==> config.mk <==
export PLATFORM = sky130hd
export DESIGN_NAME = key_debounce_pulse
export DESIGN_NICKNAME = d
export VERILOG_FILES = /design/src/rtl/key_debounce_pulse_pkg.sv /design/src/rtl/key_debounce_pulse_sync_2ff.sv /design/src/rtl/key_debounce_pulse.sv
export SDC_FILE = /design/constraint.sdc
export NUM_CORES = 1
export LEC_CHECK = 0
export ABC_AREA = 1
export BUFFER_PORTS_ARGS = -buffer_cell sky130_fd_sc_hd__buf_2
export CORE_UTILIZATION = 61
export DETAILED_ROUTE_END_ITERATION = 12
export HOLD_SLACK_MARGIN = 0.05
export PLACE_DENSITY = 0.79
export SKIP_CTS_REPAIR_TIMING = 1
export SYNTH_ARGS = -nofsm -noshare
export SYNTH_HDL_FRONTEND = slang
export SYNTH_SLANG_ARGS = --single-unit
==> constraint.sdc <==
create_clock -name clock -period 2.13 [get_ports clock]
set_input_delay 0.1065 -clock clock [delete_from_list [all_inputs] [get_ports clock]]
set_output_delay 0.1065 -clock clock [all_outputs]
set_load 0.005 [all_outputs]
==> src/rtl/key_debounce_pulse_pkg.sv <==
// Shared definitions for the push-button conditioner and the display counter:
// debounce FSM encodings, default timing constants and a small sizing helper.
package key_debounce_pulse_pkg;

  localparam int CLK_HZ = 50_000_000;
  // 20 ms of stable input at CLK_HZ
  localparam int DEF_DB_CYCLES = CLK_HZ / 50;

  typedef enum logic [1:0] {
    ST_IDLE         = 2'b00,
    ST_PRESS_WAIT   = 2'b01,
    ST_PRESSED      = 2'b10,
    ST_RELEASE_WAIT = 2'b11
  } db_state_e;

  function automatic int max3(input int a, input int b, input int c);
    int m;
    m = a;
    if (b > m) m = b;
    if (c > m) m = c;
    return m;
  endfunction

endpackage

==> src/rtl/key_debounce_pulse_sync_2ff.sv <==
// Two-flop synchroniser for asynchronous board inputs; the reset value is
// chosen per input so an idle line does not look active coming out of reset.
module sync_2ff #(
  parameter logic RESET_VAL = 1'b1
) (
  input  logic clock,
  input  logic reset,
  input  logic d,
  output logic q
);

  logic meta;

  always_ff @(posedge clock or negedge reset) begin
    if (!reset) begin
      meta <= RESET_VAL;
      q    <= RESET_VAL;
    end else begin
      meta <= d;
      q    <= meta;
    end
  end

endmodule

==> src/rtl/key_debounce_pulse.sv <==
// Push-button debouncer producing a clean count clock (cnt_clk) plus press and
// release strobes. Define AUTO_REPEAT_EN to emit repeat presses while held.
module key_debounce_pulse
  import key_debounce_pulse_pkg::*;
#(
  parameter int DB_CYCLES     = DEF_DB_CYCLES,
  parameter int REPEAT_DELAY  = 25_000_000,
  parameter int REPEAT_PERIOD = 5_000_000,
  parameter int CNT_W         = 25
) (
  input  logic       clock,
  input  logic       reset,
  input  logic       key_n,
  output logic       key_level,
  output logic       press_pulse,
  output logic       release_pulse,
  output logic       cnt_clk,
  output logic [1:0] state_dbg
);

  localparam logic [CNT_W-1:0] DB_LAST   = CNT_W'(DB_CYCLES - 1);
  localparam logic [CNT_W-1:0] TIMER_MAX =
    CNT_W'(max3(DB_CYCLES, REPEAT_DELAY, REPEAT_PERIOD) - 1);

  logic             key_s;
  db_state_e        state, state_d;
  logic [CNT_W-1:0] timer, timer_d, timer_inc;
  logic             key_level_d, press_d, release_d;

  sync_2ff #(.RESET_VAL(1'b1)) u_sync (
    .clock (clock),
    .reset (reset),
    .d     (key_n),
    .q     (key_s)
  );

  // Saturating increment: the timer must never wrap back into a match
  assign timer_inc = (timer == TIMER_MAX) ? timer : timer + CNT_W'(1);

`ifdef AUTO_REPEAT_EN
  localparam logic [CNT_W-1:0] RD_LAST = CNT_W'(REPEAT_DELAY - 1);
  localparam logic [CNT_W-1:0] RP_LAST = CNT_W'(REPEAT_PERIOD - 1);

  logic repeating, repeating_d;

  always_ff @(posedge clock or negedge reset) begin
    if (!reset) repeating <= 1'b0;
    else        repeating <= repeating_d;
  end
`endif

  always_comb begin
    state_d     = state;
    timer_d     = timer;
    key_level_d = key_level;
    press_d     = 1'b0;
    release_d   = 1'b0;
`ifdef AUTO_REPEAT_EN
    repeating_d = repeating;
`endif
    case (state)
      ST_IDLE: begin
        timer_d = '0;
        if (!key_s) state_d = ST_PRESS_WAIT;
      end
      ST_PRESS_WAIT: begin
        if (key_s) begin
          state_d = ST_IDLE;
          timer_d = '0;
        end else if (timer == DB_LAST) begin
          state_d     = ST_PRESSED;
          timer_d     = '0;
          key_level_d = 1'b0;
          press_d     = 1'b1;
        end else begin
          timer_d = timer_inc;
        end
      end
      ST_PRESSED: begin
        if (key_s) begin
          state_d = ST_RELEASE_WAIT;
          timer_d = '0;
`ifdef AUTO_REPEAT_EN
          repeating_d = 1'b0;
`endif
        end else begin
`ifdef AUTO_REPEAT_EN
          // First repeat waits REPEAT_DELAY, later ones REPEAT_PERIOD
          if (timer == (repeating ? RP_LAST : RD_LAST)) begin
            press_d     = 1'b1;
            timer_d     = '0;
            repeating_d = 1'b1;
          end else begin
            timer_d = timer_inc;
          end
`else
          timer_d = '0;
`endif
        end
      end
      ST_RELEASE_WAIT: begin
        if (!key_s) begin
          state_d = ST_PRESSED;
          timer_d = '0;
        end else if (timer == DB_LAST) begin
          state_d     = ST_IDLE;
          timer_d     = '0;
          key_level_d = 1'b1;
          release_d   = 1'b1;
        end else begin
          timer_d = timer_inc;
        end
      end
      default: begin
        state_d = ST_IDLE;
        timer_d = '0;
      end
    endcase
  end

  always_ff @(posedge clock or negedge reset) begin
    if (!reset) begin
      state         <= ST_IDLE;
      timer         <= '0;
      key_level     <= 1'b1;
      press_pulse   <= 1'b0;
      release_pulse <= 1'b0;
      cnt_clk       <= 1'b1;
    end else begin
      state         <= state_d;
      timer         <= timer_d;
      key_level     <= key_level_d;
      press_pulse   <= press_d;
      release_pulse <= release_d;
      cnt_clk       <= ~press_d;
    end
  end

  assign state_dbg = state;

endmodule

==> flow_summary.toml <==
[status]
outcome = "finished, final reports clean"

[pwr]
clock_power_share = 0.373
switching_power_mw = 0.245
p_leak_nw = 0.989
p_seq_frac = 0.589
comb_power_share = 0.037
internal_power_mw = 0.835
ir_drop_uv = 326
p_per_area_nw_per_um2 = 484
switching_share = 0.227

[synth]
synthTopCellsByArea = "dfrtp_1 35%, nand2_1 16%, nor2_1 13%, inv_1 5.6%, dfstp_2 5.1%"
avgSynthCellArea_um2 = 6.94
yosysTopAreaCell = "dfrtp_1"
synth.distinct_cells = 27
synth.most_common_cell = "nand2_1"
synth_seq_cells = 33
yosysWarnings = 0
synth_fp_nets = 302
syn_inst = 298
synth.top_cell.area_share = 0.351
synthFlopType = "dfrtp_1"
ys_async_sr_fraction = 1.00
synthesis.area_um2 = 2070
synth_edf_count = 0
ys_seq_area_frac = 0.402
synth_common_cells = "88 x nand2_1, 70 x nor2_1, 31 x inv_1, 29 x dfrtp_1, 14 x nand3_1"

[grt]
grt_pass1_vias = 1651
grt_max_degree = 34
grt_overflow = 0
grt_pass1_wl_um = 7550
grt_antenna_before_repair = 0
grtUsageTotal = 0.297

[critical_path]
cp_max_fo = 13
critical_path.max_stage_delay_ps = 400
critPathBufInv = 2
critPathCaptureType = "flip-flop"
timing.rr.start = "timer[1]"
path_delay_family = "simple AND/OR/NAND/NOR gates"
cp_cell_sequence = "ha_1, inv_2, nor2_4, nand3_2, inv_1, nand4_2, nand2_2, a21oi_1"
cp.arrival_ps = 1930
start_kind = "flip-flop"
crit_start = "timer[1]"
required_ps = 2350
critical_path_class = "flip-flop to flip-flop"
slowest_stage = "dfrtp_1"

[route]
ant_nets = 0
detail_route.vias_per_cell = 5.13
routedWlPerCell_um = 12.8
vias = 1835
drc = 0
drt_pre_antenna_iters = 5
wirelength_um = 4580
drt_iter0_markers = 131

[placement]
dp_hpwl_um = 3500
dp_slack_ps = 450
gp_congestion = 0.947
io_buffers = 8

[sta]
finalMaxSlewViolations = 0
fin_crit_ps = 1720
worst_pin_slew_ps = 700
finalWorstSetupSlack_ps = 412
timing.final.crit_share = 0.807
rsz0062_at_grt = "false"
maxSlewHeadroom = 0.534
hold_viol_final = 0
fin_skew_ps = 10.3
final.setup.tns_ps = 0
max_freq_mhz = 582
finalSetupViolCount = 0

[floorplan]
start_util = 0.661
die_y_um = 60.2
dieArea_um2 = 3630
die_w_um = 60.2
io_pins = 9
row_count = 20
core_area_um2 = 3130

[clock_network]
clock_path_buffers = 2
root_buffer = "clkbuf_4"
clock-sinks = 33
cts_tree = "built"
cts_max_level = 2
numCtsBuffers = 5
clk_latency_ps = 340
clkTransAtPathRegs_ps = 100

[cells_and_area]
fin_nets = 317
utilization = 0.713
drive_gt1_frac = 0.150
syn2layout_area_growth_pct = 7.80
insertedDiodeCount = 0

[run]
maxCapViolCount = 0

[hold_path]
hold_path_class = "primary input to asynchronous set/reset pin"
-- state kept, by name, summed over array words and instances, names as in the netlist, named ones only --
signal	cells
cnt_clk	1
key_level	1
press_pulse	1
release_pulse	1
state_dbg	1
timer	25
u_sync.meta	1
u_sync.q	1
-- worst register-to-register path, cell delays in order, from the launching register on --
cell and delay [ps]:
dfrtp_1 400, ha_1 250, inv_2 60, nor2_4 200, nand3_2 140, inv_1 110, nand4_2 110, nand2_2 250
a21oi_1 80
-- cell usage in the layout (no fill, tap or decap) --
master | netlist | final
nand3_4 | 1 | 1
inv_1 | 31 | 31
clkbuf_4 | 0 | 5
nand4_1 | 5 | 5
nor2_4 | 6 | 6
dlygate4sd3_1 | 0 | 2
clkbuf_8 | 0 | 2
nand3_1 | 14 | 14
o21bai_1 | 1 | 1
or2_2 | 2 | 2
nand3b_1 | 4 | 4
a21boi_0 | 1 | 1
buf_4 | 0 | 2
nor3_1 | 7 | 7
xor2_1 | 4 | 4
nand2_2 | 3 | 3
dfrtp_1 | 29 | 29
clkinv_1 | 1 | 1
ha_1 | 1 | 1
a21oi_1 | 7 | 7
inv_2 | 3 | 3
nor2_2 | 6 | 6
nand2_1 | 88 | 88
xnor2_1 | 1 | 1
o21ai_0 | 1 | 1
buf_2 | 1 | 8
nand4_2 | 1 | 1
dfstp_2 | 4 | 4
nand3_2 | 3 | 3
clkinv_2 | 0 | 1
nor2_1 | 70 | 70
-- power groups by stage --
stage | clock, mW | combinational [mW] | sequential (mW)
floorplan | 0 | 0.0212 | 0.648
global placement | 0 | 0.0380 | 0.648
detailed placement | 0 | 0.0386 | 0.649
CTS | 0.412 | 0.0387 | 0.637
global route | 0.444 | 0.0468 | 0.637
finish | 0.403 | 0.0404 | 0.637
-- final cells by class --
cell class	instances	area, um^2
repair buffers	12	75.1
clock buffers	7	65.1
well taps	44	55.1
flip-flops and latches	33	831
inverters	35	131
fillers	272	898
multi-input cells	226	1070
clock inverters	1	5.00
-- cells by family after synthesis --
group                    synth area share
AO/OA/AOI/OAI                      0.0266
XOR/XNOR                           0.0212
adder cells (fa/ha/maj)           0.00605
buffers and inverters              0.0823
flip-flops                          0.402
AND/OR/NAND/NOR                     0.462
-- per-stage QoR --
step | power, mW | area (um^2) | hold slack, ps | std cells
6_report | 1.08 | 2230 | 338 | 358
5_1_grt | 1.13 | 2230 | 363 | 358
3_3_place_gp | 0.686 | 2140 | 196 | 348
2_1_floorplan | 0.669 | 2070 | -189 | 298
4_1_cts | 1.09 | 2210 | -177 | 356
3_5_place_dp | 0.687 | 2140 | 197 | 348
-- metal layers --
layer,GRT usage,wire length (um),vias to the layer above
met5,0,0,-
met3,0.0866,200,8
met1,0.404,2150,827
met4,0.0831,50,0
met2,0.457,2190,53
li1,-,-,947
-- path summary, 6_finish.rpt --
kind                           endpoint  slack [ps]  depth (start not counted)
setup / recovery               timer[2]         410                          8
hold / removal                timer[21]         340                          2
setup reg to reg               timer[2]         410                          8
hold reg to reg                u_sync.q         360                          0
max in group asynchronous  state_dbg[0]        1340                          2
min in group clock             u_sync.q         360                          0
(Power assumes the default switching activity.)
